==> src/rtl/gpio_pkg.sv <==
// -----------------------------------------------------------------------------
// gpio_pkg
// Shared constants and types for the GPIO block family: default pin count,
// debounce counter width and synchroniser depth, plus the per-pin filter
// action encoding used by the debounce stage.
// -----------------------------------------------------------------------------
package gpio_pkg;

    localparam int GPIO_NUM_DEFAULT    = 16;
    localparam int GPIO_DBNC_CNT_WIDTH = 8;
    localparam int GPIO_SYNC_STAGES    = 2;

    // What the per-pin filter does on a given pclk edge.
    typedef enum logic [1:0] {
        FILT_IDLE   = 2'd0,  // synchronised input matches clean level: clear count
        FILT_COUNT  = 2'd1,  // mismatch, not yet stable long enough: keep counting
        FILT_UPDATE = 2'd2   // mismatch accepted: clean level follows input
    } filt_action_e;

endpackage

==> src/rtl/gpio_debounce_bit.sv <==
// -----------------------------------------------------------------------------
// gpio_debounce_bit
// Single-pin input conditioner: SYNC_STAGES-deep synchroniser, stability
// counter, registered clean level and registered rise/fall pulses.
//
// Ports:
//   pclk            clock
//   preset_n        asynchronous active-low reset
//   filter_en       1 = debounce active, 0 = clean level follows synchroniser
//   debounce_cycles required stability count N (mismatch must last N+1 edges)
//   gpio_raw        asynchronous pad input
//   gpio_clean      filtered level
//   rise_pulse      one-cycle pulse on gpio_clean 0->1
//   fall_pulse      one-cycle pulse on gpio_clean 1->0
//   event_next      combinational: gpio_clean updates on the coming edge
//                   (lets the parent register its any_change in step with
//                   the pulses)
// -----------------------------------------------------------------------------
import gpio_pkg::*;

module gpio_debounce_bit #(
    parameter int CNT_WIDTH   = GPIO_DBNC_CNT_WIDTH,
    parameter int SYNC_STAGES = GPIO_SYNC_STAGES
) (
    input  logic                 pclk,
    input  logic                 preset_n,
    input  logic                 filter_en,
    input  logic [CNT_WIDTH-1:0] debounce_cycles,
    input  logic                 gpio_raw,
    output logic                 gpio_clean,
    output logic                 rise_pulse,
    output logic                 fall_pulse,
    output logic                 event_next
);

    logic [SYNC_STAGES-1:0] sync_q;
    logic                   sync_s;
    logic [CNT_WIDTH-1:0]   cnt_q;
    logic [CNT_WIDTH-1:0]   cnt_next;
    logic                   clean_next;
    filt_action_e           action;

    // Plain flop chain; nothing may sit between stages or the metastability
    // settling time of each stage is eaten into.
    // NOTE: sequential state uses non-blocking assignments so every flop in
    // the chain samples the value from before this edge, not its neighbour's
    // freshly written one.
    always_ff @(posedge pclk or negedge preset_n) begin
        if (!preset_n) begin
            sync_q <= '0;
        end else begin
            sync_q <= {sync_q[SYNC_STAGES-2:0], gpio_raw};
        end
    end

    assign sync_s = sync_q[SYNC_STAGES-1];

    // Filter decision. The comparison against debounce_cycles uses the live
    // value, so lowering N mid-count lets a long-standing mismatch through on
    // the very next edge. cnt never passes N, so it cannot wrap.
    // NOTE: every signal written here gets a default first; a path that
    // leaves one unassigned would infer a latch.
    always_comb begin
        action     = FILT_IDLE;
        cnt_next   = '0;
        clean_next = gpio_clean;

        if (sync_s != gpio_clean) begin
            if (!filter_en || (cnt_q >= debounce_cycles)) begin
                action = FILT_UPDATE;
            end else begin
                action = FILT_COUNT;
            end
        end

        unique case (action)
            FILT_COUNT:  cnt_next   = cnt_q + CNT_WIDTH'(1);
            FILT_UPDATE: clean_next = sync_s;
            default:     cnt_next   = '0;
        endcase
    end

    assign event_next = (action == FILT_UPDATE);

    // Pulses are registered alongside the clean level, so they are high in
    // exactly the cycle the new level first appears.
    always_ff @(posedge pclk or negedge preset_n) begin
        if (!preset_n) begin
            cnt_q      <= '0;
            gpio_clean <= 1'b0;
            rise_pulse <= 1'b0;
            fall_pulse <= 1'b0;
        end else begin
            cnt_q      <= cnt_next;
            gpio_clean <= clean_next;
            rise_pulse <= event_next &  sync_s;
            fall_pulse <= event_next & ~sync_s;
        end
    end

endmodule

==> src/rtl/gpio_in_debounce.sv <==
// -----------------------------------------------------------------------------
// gpio_in_debounce
// Input-conditioning stage in front of the APB GPIO slave. Each pad input is
// synchronised into pclk and passed through a per-pin debounce filter; the
// clean levels feed the slave's gpio_in and the edge pulses feed event logic.
//
// Ports:
//   pclk            clock
//   preset_n        asynchronous active-low reset
//   filter_en       1 = debounce active, 0 = bypass filter (sync kept)
//   debounce_cycles required stability count N, shared by all pins
//   gpio_raw        asynchronous pad inputs
//   gpio_clean      filtered levels
//   rise_pulse      per-pin one-cycle pulse on clean 0->1
//   fall_pulse      per-pin one-cycle pulse on clean 1->0
//   any_change      registered OR of all pin events, aligned with the pulses
// -----------------------------------------------------------------------------
import gpio_pkg::*;

module gpio_in_debounce #(
    parameter int NUM_GPIOS   = GPIO_NUM_DEFAULT,
    parameter int CNT_WIDTH   = GPIO_DBNC_CNT_WIDTH,
    parameter int SYNC_STAGES = GPIO_SYNC_STAGES
) (
    input  logic                 pclk,
    input  logic                 preset_n,
    input  logic                 filter_en,
    input  logic [CNT_WIDTH-1:0] debounce_cycles,
    input  logic [NUM_GPIOS-1:0] gpio_raw,
    output logic [NUM_GPIOS-1:0] gpio_clean,
    output logic [NUM_GPIOS-1:0] rise_pulse,
    output logic [NUM_GPIOS-1:0] fall_pulse,
    output logic                 any_change
);

    logic [NUM_GPIOS-1:0] event_next;

    for (genvar i = 0; i < NUM_GPIOS; i++) begin : g_pin
        gpio_debounce_bit #(
            .CNT_WIDTH   (CNT_WIDTH),
            .SYNC_STAGES (SYNC_STAGES)
        ) u_bit (
            .pclk            (pclk),
            .preset_n        (preset_n),
            .filter_en       (filter_en),
            .debounce_cycles (debounce_cycles),
            .gpio_raw        (gpio_raw[i]),
            .gpio_clean      (gpio_clean[i]),
            .rise_pulse      (rise_pulse[i]),
            .fall_pulse      (fall_pulse[i]),
            .event_next      (event_next[i])
        );
    end

    // Registered from the pins' next-edge event flags rather than from the
    // pulse registers, so any_change lands in the same cycle as the pulses.
    always_ff @(posedge pclk or negedge preset_n) begin
        if (!preset_n) begin
            any_change <= 1'b0;
        end else begin
            any_change <= |event_next;
        end
    end

endmodule
==> config.mk <==
export PLATFORM = sky130hd
export DESIGN_NAME = gpio_in_debounce
export DESIGN_NICKNAME = d
export VERILOG_FILES = /design/src/rtl/gpio_pkg.sv /design/src/rtl/gpio_debounce_bit.sv /design/src/rtl/gpio_in_debounce.sv
export SDC_FILE = /design/constraint.sdc
export NUM_CORES = 1
export LEC_CHECK = 0
export BUFFER_PORTS_ARGS = -buffer_cell sky130_fd_sc_hd__buf_2
export CORE_MARGIN = 10
export CORE_UTILIZATION = 53
export CTS_CLUSTER_DIAMETER = 80
export DETAILED_ROUTE_END_ITERATION = 8
export PLACE_DENSITY = 0.69
export SETUP_SLACK_MARGIN = 0.2
export SYNTH_ARGS = -nofsm -noshare
export SYNTH_HDL_FRONTEND = slang
export SYNTH_SLANG_ARGS = --single-unit
export TNS_END_PERCENT = 30
==> constraint.sdc <==
create_clock -name pclk -period 2.63 [get_ports pclk]
set_input_delay 0.526 -clock pclk [delete_from_list [all_inputs] [get_ports pclk]]
set_output_delay 0.526 -clock pclk [all_outputs]
set_load 0.05 [all_outputs]
======== Word level (Yosys, flattened, before mapping) ========
Cells that the tools add are included.
operators by class
  equality and inequality tests ........... 48
  mux-type cells .......................... 48
  $mul .................................... 0
  reduce and logical (&&, ||, !) cells .... 18
  shift-type cells ........................ 0
  divide/modulo/power cells ............... 0
  magnitude comparators ................... 16
  $add $sub $neg .......................... 16
  bitwise gates (word level) .............. 48
operator list
  operator                                       number
  adder 8 x 1 -> 8 bit, second input constant    16
  greater-or-equal comparator 8 bit              16
  two-way mux 8 bit                              16
  two-way mux 2 bit                              32
  AND 1 bit                                      32
  == test 2 x 1 -> 1 bit, second input constant  16
  == test 2 bit, second input constant           16
  logical OR 1 bit                               16
  inequality test 1 bit                          16
  NOT 1 bit                                      16
  OR reduction 16 bit                            1
  logical NOT 1 bit                              1
word-level totals
  input port bits ......................... 27
  bits in writable memories ............... 0
  latch bits .............................. 0
  memories ................................ 0
  register bits ........................... 209
  memory bits (read-only) ................. 0

======== Depth between registers and ports, before layout ========
Gate-level depths: netlist of the first run.
  depth after elaboration ................. 6
  mapped depth ............................ 8
  depth with buffers taken out ............ 8

======== Hierarchy ========
Synthesis of the first run repeated with hierarchy kept, for this count alone.
unflattened totals
  cells, all modules ...................... 1,078
  area total of the unflattened synthesis .. 11,847.6 µm²
by module, submodules not included
  module             instances  cells an instance  area each (µm²)
  gpio_debounce_bit  16         67                 737.0
  gpio_in_debounce   1          6                  56.3

======== Worst setup path after synthesis of the first run ========
OpenSTA, ideal clock, no wires.
  kind .................................... in2reg
  start point ............................. input debounce_cycles[1]
  end point ............................... register any_change
  setup time .............................. 138 ps
  data arrival time ....................... 2,452 ps
  setup slack ............................. 40 ps
  stages .................................. 7
  cell sequence ........................... inv_1 ha_1 a2111oi_4 o21bai_2 a41oi_4 o22ai_1 or4_1
on the way
  longest elaborated chain between the ends .. 6
RTL lines
  element                            line                     RTL
  start, declared                    gpio_in_debounce.sv:28   input logic [CNT_WIDTH-1:0] debounce_cycles,
  greater-or-equal comparator 8 bit  gpio_debounce_bit.sv:69  if (!filter_en || (cnt_q >= debounce_cycles)) begin
  logical OR 1 bit                   gpio_debounce_bit.sv:69
  two-way mux 2 bit                  gpio_debounce_bit.sv:69
  two-way mux 2 bit                  gpio_debounce_bit.sv:68  if (sync_s != gpio_clean) begin
  == test 2 bit                      gpio_debounce_bit.sv:83  assign event_next = (action == FILT_UPDATE);
  OR reduction 16 bit *              gpio_in_debounce.sv:61   any_change <= |event_next;
  end signal, assigned               gpio_in_debounce.sv:61
  end, declared                      gpio_in_debounce.sv:33   output logic any_change
Every way passes the cells marked *; elsewhere a longest branch is shown, timed or not.
A chain may end at the register's enable or synchronous reset.

======== Worst setup path after layout of the first run ========
  start point ............................. input debounce_cycles[7]
  end point ............................... register any_change
The elaborated chain is that of the path after synthesis.

==> results.cfg, run 1 <==
[run_status]
status = finished, violations left
violations = hold timing

[cells_and_area]
area_growth_pct = 20.41
num_antenna_cells = 0
most-common-layout-cells = dfrtp_1 (207), ha_1 (139), nor2_1 (117)
nets = 1393
fillers = 1694
final_core_util_pct = 65.40
final_common_cell = dfrtp_1
drive_above_1_share_pct = 23.08

[grt]
grt_max_degree = 76
grt_pass1_wl_mm = 41.54
antenna_found_initial = 0
gr-total-overflow = 0
grt.total_usage_pct = 17.57
grt_pass1_vias = 8290

[timing]
setup_ws_ns = 0.1872
tightestPinTransition_ns = 0.6062
fin_skew_ns = 0.01491
slew_violations = 0
max_slew_margin_pct = 59.58
finalHoldViolCount = 3
fmax_ghz = 0.4094
fin_crit_sh_pct = 92.88
period_minus_slack_ns = 2.443
rsz0062_at_grt = true
setup_viol = 0
holdWs_ns = -0.008273

[worst_setup_path]
path_max_fanout = 5
start_kind = input pin
path_buf_inv = 3
critical-path-slowest-cell = or4_1
slowest_delay_ns = 0.50
arrival_ns = 2.83
cp.required_ns = 3.02
cpLargestDelayFamily = simple AND/OR/NAND/NOR gates
cp-end-kind = flop
r2r_slack_ns = 0.21
cp_cell_sequence = buf_2 -> clkinvlp_4 -> buf_6 -> ha_1 -> nand3_1 -> nand4b_1 -> a222oi_1 -> nor4bb_4 -> nand4_1 -> or4_1
critPathKind = in -> reg

[cts]
cts-hold-fix-buffers = 0
cts_tree = yes
root_buffer = clkbuf_16
cts.sinks = 209
worstSkewPairLatency_ns = 0.51
cts.path.max_buffers = 3
clkTransAtPathRegs_ns = 0.06
cts_buffers = 22
cts_htree_levels = 1

[drt]
dr.first_iter.drc_count = 401
route.detailed.drc = 0
dr.pass1.iters = 5
finalWirelength_mm = 25.24
wl_per_cell_um = 16.72
ant_nets = 0
vias = 8141
vias_per_cell = 5.391

[placement]
port_buffers = 75
pre_cts_slack_ns = -0.3491
dp_hpwl_mm = 18.39
routabilityCongestion = 0.8372

[floorplanning]
start_util_pct = 54.31
coreArea_um2 = 21220
io-pin-count = 76
die_w_um = 167.5
die_area_um2 = 28040
rows = 53
dieHeight_um = 167.5

[yosys]
ys.flop_type = dfrtp_1
synthAdderAreaFrac_pct = 15.63
synth_cell_types = 48
synth_area_per_cell_um2 = 10.93
synth.area.mux_share_pct = 1.563
synthCells = 1054
synth_xor_area_share_pct = 8.664
syn_nets = 1225
async_reset_ff_share_pct = 100.0
synth_compound_area_share_pct = 6.775
yosys_warnings = 0
synthSimpleGateAreaFrac_pct = 17.91
synth_top_family_by_area = simple AND/OR/NAND/NOR gates
syn_area_um2 = 11520
ys_seq_elements = 209
synth_edf_count = 0
synth_seq_area_share_pct = 45.38

[power]
power_density_nw_per_um2 = 562.0
p_leak_nw = 6.818
peakVddDrop_mv = 0.4930

[run]
drv_cap = 0

[min_path]
hold_class = in -> async
==> power breakdown <==
| group | total, W | switching (W) | leakage (nW) | internal, W |
|---|---|---|---|---|
| combinational | 0.00126 | 0.000733 | 3.70 | 0.000526 |
| sequential | 0.00345 | 0.000110 | 2.77 | 0.00334 |
| clock | 0.00309 | 0.00127 | 0.349 | 0.00183 |
==> repair_timing <==
action	in CTS	in global routing
resized for setup	16	15
endpoints found under the setup margin	1	33
setup buffers	8	11
pin swaps	7	12
==> path summary, 6_finish.rpt <==
kind                                           from                    endpoint  depth (start not counted)
min reg2reg                g_pin[7].u_bit.sync_q[0]    g_pin[7].u_bit.sync_q[1]                          0
min in group pclk                       gpio_raw[0]    g_pin[0].u_bit.sync_q[0]                          1
min                                        preset_n   g_pin[7].u_bit.rise_pulse                          1
max                              debounce_cycles[7]                  any_change                         10
max in group asynchronous                  preset_n  g_pin[11].u_bit.gpio_clean                          2
max reg2reg                 g_pin[3].u_bit.cnt_q[0]                  any_change                          8
==> synth_stat cells, types with 2 or more instances <==
| master | count | share of area, % |
|---|---|---|
| xor2_1 | 90 | 6.8 |
| a21o_1 | 3 | 0.20 |
| o21ai_0 | 20 | 0.87 |
| a2111oi_2 | 2 | 0.26 |
| a41oi_4 | 2 | 0.48 |
| a2111oi_0 | 10 | 0.76 |
| a32oi_1 | 2 | 0.15 |
| ha_1 | 144 | 16 |
| and2_1 | 4 | 0.22 |
| o21bai_2 | 2 | 0.20 |
| o21a_1 | 14 | 0.91 |
| nand2b_4 | 2 | 0.24 |
| a21boi_1 | 2 | 0.13 |
| inv_1 | 26 | 0.85 |
| and3_1 | 59 | 3.2 |
| nand4b_1 | 13 | 0.99 |
| nor2_1 | 117 | 3.8 |
| mux2_2 | 16 | 1.6 |
| a31oi_1 | 3 | 0.16 |
| nand3_1 | 92 | 4.0 |
| and4b_1 | 2 | 0.17 |
| dfrtp_1 | 209 | 45 |
| a2111oi_4 | 2 | 0.48 |
| nor3b_1 | 32 | 2.1 |
| o21bai_1 | 12 | 0.78 |
| nand2b_1 | 14 | 0.76 |
| a41oi_1 | 2 | 0.15 |
| a21oi_1 | 13 | 0.56 |
| a2111oi_1 | 2 | 0.17 |
| buf_4 | 48 | 3.1 |
| xnor2_1 | 24 | 1.8 |
| nand2_1 | 44 | 1.4 |
| nor3_1 | 8 | 0.35 |
| nand4_1 | 5 | 0.27 |
==> sequential cells by signal (all words and copies together) (netlist names) <==
signal / count
g_pin.u_bit.rise_pulse: 16
g_pin.u_bit.sync_q: 32
any_change: 1
g_pin.u_bit.fall_pulse: 16
g_pin.u_bit.cnt_q: 128
g_pin.u_bit.gpio_clean: 16
==> worst reg2reg max path: cells and delay by family (launching register included) <==
family | cells | cell delay (ns)
adder cells (fa/ha/maj) | 1 | 0.26
AND/OR/NAND/NOR | 4 | 0.91
buffers and inverters | 1 | 0.06
AO/OA/AOI/OAI | 2 | 0.66
flip-flops | 1 | 0.40
==> metal layers <==
metal	global-route usage, %	wire length, um
met5	0	0
met4	4.126	492
met3	3.137	1033
met2	29.21	12010
met1	23.32	11710
==> cells by family (layout without fill, tap and decap cells) <==
| kind of cell | after synthesis | count (layout) |
|---|---|---|
| compound gates | 98 | 98 |
| xor+xnor | 114 | 114 |
| fa+ha+maj | 144 | 144 |
| buf+inv | 75 | 256 |
| flops | 209 | 209 |
| mux | 16 | 16 |
| simple gates | 398 | 398 |
==> per-stage QoR <==
step | cells | TNS [ns] | power, W | instance area, um2 | hold slack, ns
after floorplan | 1054 | 0 | 0.004242 | 11630 | 0.2304
after global placement | 1454 | -3.833 | 0.004637 | 12810 | 0.3319
after detailed placement | 1454 | -5.631 | 0.004666 | 12810 | 0.3355
after CTS | 1499 | 0 | 0.007837 | 13700 | 0.005466
after global routing | 1510 | 0 | 0.008138 | 13880 | 0.03147
final | 1510 | 0 | 0.007799 | 13880 | -0.008273
==> layout make-up <==
| type | count | area, um2 | share of cell area, % |
|---|---|---|---|
| Sequential cell | 209 | 5233 | 37.71 |
| Multi-Input combinational cell | 770 | 6118 | 44.09 |
| Tap cell | 275 | 344.1 | 2.479 |
| Clock buffer | 31 | 655.6 | 4.725 |
| Clock inverter | 6 | 63.81 | 0.4598 |
| Inverter | 26 | 108.9 | 0.7844 |
| Timing Repair Buffer | 193 | 1354 | 9.756 |
Note: power is estimated with default switching activity, not from simulation.
==> inputs of run 2 (changes only) <==
CELL_PAD_IN_SITES_DETAIL_PLACEMENT = 1   (was default)
CELL_PAD_IN_SITES_GLOBAL_PLACEMENT = 2   (was default)
CORE_UTILIZATION = 41   (was 53)
PLACE_DENSITY = 0.78   (was 0.69)
==> run 2 against run 1 <==
The run now ends clean. Global-route usage decreased by 1.1 points. Count of clock-buffer cells in the layout increased by 4. Critical path depth increased by 1. Via count increased by 2.4%. Core utilization decreased by 14 points. Hold slack improved by 0.11 ns. Combinational power about the same. Critical path type unchanged. Critical endpoint unchanged. Largest cell class unchanged.
==> results.cfg, run 2 (synthesis results as in run 1) <==
[drt]
wl_per_cell_um = 18.12
finalWirelength_mm = 29.46
dr.first_iter.drc_count = 332
route.detailed.drc = 0
dr.pass1.iters = 4
vias = 8336
ant_nets = 0
vias_per_cell = 5.127

[power]
peakVddDrop_mv = 0.4101
p_leak_nw = 6.896
power_density_nw_per_um2 = 573.3
total_power_w = 0.008113

[cells_and_area]
drive_above_1_share_pct = 24.04
most-common-layout-cells = dfrtp_1 (206), ha_1 (137), nor2_1 (117)
nets = 1404
biggestRegsByFlops = g_pin.u_bit.cnt_q: 128 flops, g_pin.u_bit.sync_q: 32 flops
final_common_cell = dfrtp_1
fin_cells = 1626
largest_reg_flops = 128
area_growth_pct = 22.80
final_core_util_pct = 50.94
regMostFlops = g_pin.u_bit.cnt_q
num_antenna_cells = 0

[timing]
max_slew_margin_pct = 57.33
slew_violations = 0
fin_skew_ns = 0.005800
fin_setup_tns_ns = 0
holdWs_ns = 0.1045
tightestPinTransition_ns = 0.6379
period_minus_slack_ns = 2.472
finalHoldViolCount = 0
fmax_ghz = 0.4045
setup_viol = 0
rsz0062_at_grt = true
fin_crit_sh_pct = 94.01

[placement]
routabilityCongestion = 0.7791
port_buffers = 75
dp_hpwl_mm = 21.59
dpl.cell_count = 1573

[cts]
cts_tree = yes
clkTransAtPathRegs_ns = 0.06
cts_htree_levels = 1
cts.path.max_buffers = 3
cts_buffers = 25
cts.sinks = 209
worstSkewPairLatency_ns = 0.52
root_buffer = clkbuf_16

[floorplanning]
dieHeight_um = 187.7
io-pin-count = 76
rows = 61
die_area_um2 = 35220
coreArea_um2 = 27780
start_util_pct = 41.48
die_w_um = 187.7

[min_path]
hold_class = in -> reg

[worst_setup_path]
critPathKind = in -> reg
start_kind = input pin
path_max_fanout = 7
cp.required_ns = 3.03
arrival_ns = 2.87
cp-end-kind = flop

[grt]
grt_max_degree = 65
antenna_found_initial = 0
grt_pass1_wl_mm = 48.20
grt.total_usage_pct = 16.48
grt_pass1_vias = 9010
gr-total-overflow = 0

[run]
drv_cap = 0

[run_status]
status = completed
==> run 2: worst max-delay path, stage by stage <==
cell        delay (ns)
buf_2             0.10
clkinvlp_4        0.25
buf_6             0.22
buf_12            0.13
buf_4             0.13
ha_1              0.33
nand3_1           0.10
nand4b_1          0.17
a41oi_4           0.24
o22ai_2           0.14
or4_1             0.52
==> run 2: layer usage <==
layer / wire length [um] / GRT usage (%) / part of all wire [%] / vias to the layer above
li1: - / - / - / 4056
met1: 13840 / 21.78 / 47 / 4163
met2: 14260 / 27.94 / 48 / 81
met3: 780 / 2.412 / 2.6 / 36
met4: 579 / 3.631 / 2.0 / 0
met5: 0 / 0 / 0 / -
==> run 2: path summary, 6_finish.rpt <==
path | from | to | slack, ns | cells after the start
setup / recovery | debounce_cycles[7] | any_change | 0.16 | 11
hold / removal | gpio_raw[14] | g_pin[14].u_bit.sync_q[0] | 0.10 | 1
setup reg to reg | g_pin[13].u_bit.cnt_q[0] | any_change | 0.20 | 9
hold reg to reg | g_pin[5].u_bit.sync_q[0] | g_pin[5].u_bit.sync_q[1] | 0.35 | 0
max in group asynchronous | preset_n | g_pin[11].u_bit.cnt_q[0] | 1.36 | 3
min in group asynchronous | preset_n | g_pin[7].u_bit.cnt_q[0] | 0.50 | 2
==> run 2: layout make-up <==
class / instances / area [um2]
multi-input cells: 770 / 6080
clock buffers: 35 / 733.2
inverters: 26 / 112.6
repair buffers: 201 / 1454
clock inverters: 7 / 66.31
well taps: 378 / 473.0
flip-flops and latches: 209 / 5234
fillers: 3091 / 13630
==> run 2: through the flow <==
stage | worst slack (ns) | instance area, um2
detailed placement | -0.4089 | 13100
floorplan | 0.1267 | 11630
global route | 0.01268 | 14150
CTS | 0.1291 | 13980
global placement | -0.3084 | 13100
finish | 0.1575 | 14150
==> run 2: what timing repair did <==
| action | in CTS | in global routing |
|---|---|---|
| setup buffers | 2 | 8 |
| setup endpoints to repair | 1 | 74 |
| gates cloned | 0 | 0 |
| pin swaps | 4 | 6 |
| hold buffers | 1 | 0 |
| hold endpoints to repair | 41 | 0 |
| gates resized for setup | 5 | 23 |
==> run 2: where the power goes <==
part           internal (W)  total [W]  switching [W]
combinational      0.000525    0.00128       0.000756
sequential          0.00334    0.00346       0.000120
clock               0.00202    0.00337        0.00135
==> inputs of run 3 (changes only) <==
==> constraint.sdc (replaced) <==
create_clock -name pclk -period 2.7 [get_ports pclk]
set_input_delay 0.54 -clock pclk [delete_from_list [all_inputs] [get_ports pclk]]
set_output_delay 0.54 -clock pclk [all_outputs]
set_load 0.005 [all_outputs]
==> run 3 against run 2 <==
The run now ends with hold timing left. Sequential cell count stayed put. Worst setup slack better by 0.093 ns. Total power is 5.1% lower. Clock power is 4% lower. Critical path depth is 2 lower. Global-route usage is 0.47 points higher. Largest cell class unchanged. Highest routed layer unchanged.
==> results.cfg, run 3 (synthesis results as in run 1) <==
[placement]
dp_hpwl_mm = 22.29
dpl.cell_count = 1571
routabilityCongestion = 0.8424
port_buffers = 75

[cts]
clkTransAtPathRegs_ns = 0.06
root_buffer = clkbuf_16
cts.sinks = 209
cts-hold-fix-buffers = 0
cts_tree = yes
cts_buffers = 25
cts_htree_levels = 1
worstSkewPairLatency_ns = 0.52
cts.path.max_buffers = 3

[grt]
grt_max_degree = 75
grt_pass1_vias = 9252
grt_pass1_wl_mm = 49.35
antenna_found_initial = 0
grt.total_usage_pct = 16.95
gr-total-overflow = 0

[drt]
wl_per_cell_um = 18.37
vias_per_cell = 5.123
dr.first_iter.drc_count = 269
dr.pass1.iters = 4
ant_nets = 0
finalWirelength_mm = 29.94
route.detailed.drc = 0
vias = 8350

[cells_and_area]
regMostFlops = g_pin.u_bit.cnt_q
area_growth_pct = 22.93
regArea_um2 = 5234
final_common_cell = dfrtp_1
biggestRegsByFlops = g_pin.u_bit.cnt_q: 128 flops, g_pin.u_bit.sync_q: 32 flops
most-common-layout-cells = dfrtp_1 (206), ha_1 (137), nor2_1 (117), buf_4 (117), nand3_1 (91)
multiInputGateArea_um2 = 6120
fillers = 3093
drive_above_1_share_pct = 23.96
nets = 1405
final_core_util_pct = 51.00
fin_cells = 1630
num_antenna_cells = 0
largest_reg_flops = 128

[timing]
period_minus_slack_ns = 2.450
fin_skew_ns = 0.008339
fin_crit_sh_pct = 90.74
fmax_ghz = 0.4082
fin_setup_tns_ns = 0
holdWs_ns = -0.007526
rsz0062_at_grt = true
tightestPinTransition_ns = 0.6130
finalHoldViolCount = 7
setup_viol = 0
max_slew_margin_pct = 59.13
slew_violations = 0

[worst_setup_path]
endpoint = any_change
timing.rr.end = any_change
path_buf_inv = 2
r2r_cells = 9
start_kind = flop
reg2reg_from = g_pin[12].u_bit.cnt_q[0]
r2r_slack_ns = 0.25
slowest_delay_ns = 0.47
cp_cell_sequence = inv_1 -> ha_1 -> nand2b_1 -> a2111oi_1 -> buf_4 -> nor2_1 -> a31oi_1 -> nand4_1 -> or4_1
critPathLaunch = g_pin[12].u_bit.cnt_q[0]
crit_cells = 9
critical-path-slowest-cell = or4_1
cp-end-kind = flop
cp.required_ns = 3.09
arrival_ns = 2.84
path_max_fanout = 2
critPathKind = reg -> reg
cpLargestDelayFamily = simple AND/OR/NAND/NOR gates

[power]
peakVddDrop_mv = 0.3747
p_leak_nw = 6.919
power_density_nw_per_um2 = 543.7
total_power_w = 0.007703

[floorplanning]
start_util_pct = 41.48
rows = 61
die_w_um = 187.7
coreArea_um2 = 27780
io-pin-count = 76
dieHeight_um = 187.7
die_area_um2 = 35220

[run_status]
violations = hold timing
status = finished, violations left

[run]
drv_cap = 0

[min_path]
hold_class = in -> async
==> run 3: layout make-up <==
class                   instances  area share (%)
clock inverters                10          0.6094
repair buffers                202           10.21
clock buffers                  35           4.963
flip-flops and latches        209           36.94
well taps                     378           3.338
inverters                      26          0.7419
multi-input cells             770           43.20
==> run 3: metal layers <==
layer | track usage [%] | routed length [um] | up-vias
li1 | - | - | 4051
met1 | 21.10 | 13400 | 4177
met2 | 30.15 | 15060 | 89
met3 | 2.672 | 878 | 33
met4 | 3.754 | 592 | 0
met5 | 0 | 0 | -
==> run 3: timing repair <==
item                       in CTS  in global routing
pin swaps                       4                 13
resized for setup              10                 32
setup endpoints to repair       1                 47
buffers inserted                4                 10
gates cloned                    0                  0
==> run 3: metrics by stage <==
stage,instance area [um2],setup WS [ns]
finish,14170,0.2501
global route,14170,0.1302
CTS,13900,0.1917
detailed placement,13020,-0.5238
global placement,13020,-0.4882
floorplan,11580,0.1521
==> run 3: worst min-delay path by stage <==
stage                             startpoint                         to  slack, ns  cells past startpoint
global route                        preset_n  g_pin[10].u_bit.sync_q[1]       0.02                      1
detailed placement  g_pin[6].u_bit.sync_q[0]   g_pin[6].u_bit.sync_q[1]       0.34                      0
global placement    g_pin[1].u_bit.sync_q[0]   g_pin[1].u_bit.sync_q[1]       0.33                      0
finish                              preset_n  g_pin[10].u_bit.sync_q[1]     -0.008                      1
CTS                                 preset_n   g_pin[7].u_bit.sync_q[0]      0.001                      1
floorplan                           preset_n                 any_change       0.24                      0
==> run 3: where the power goes <==
| part | leakage [nW] | switching, W | internal, W |
|---|---|---|---|
| clock network | 0.394 | 0.00133 | 0.00191 |
| logic | 3.76 | 0.000568 | 0.000530 |
| registers | 2.77 | 0.000114 | 0.00325 |
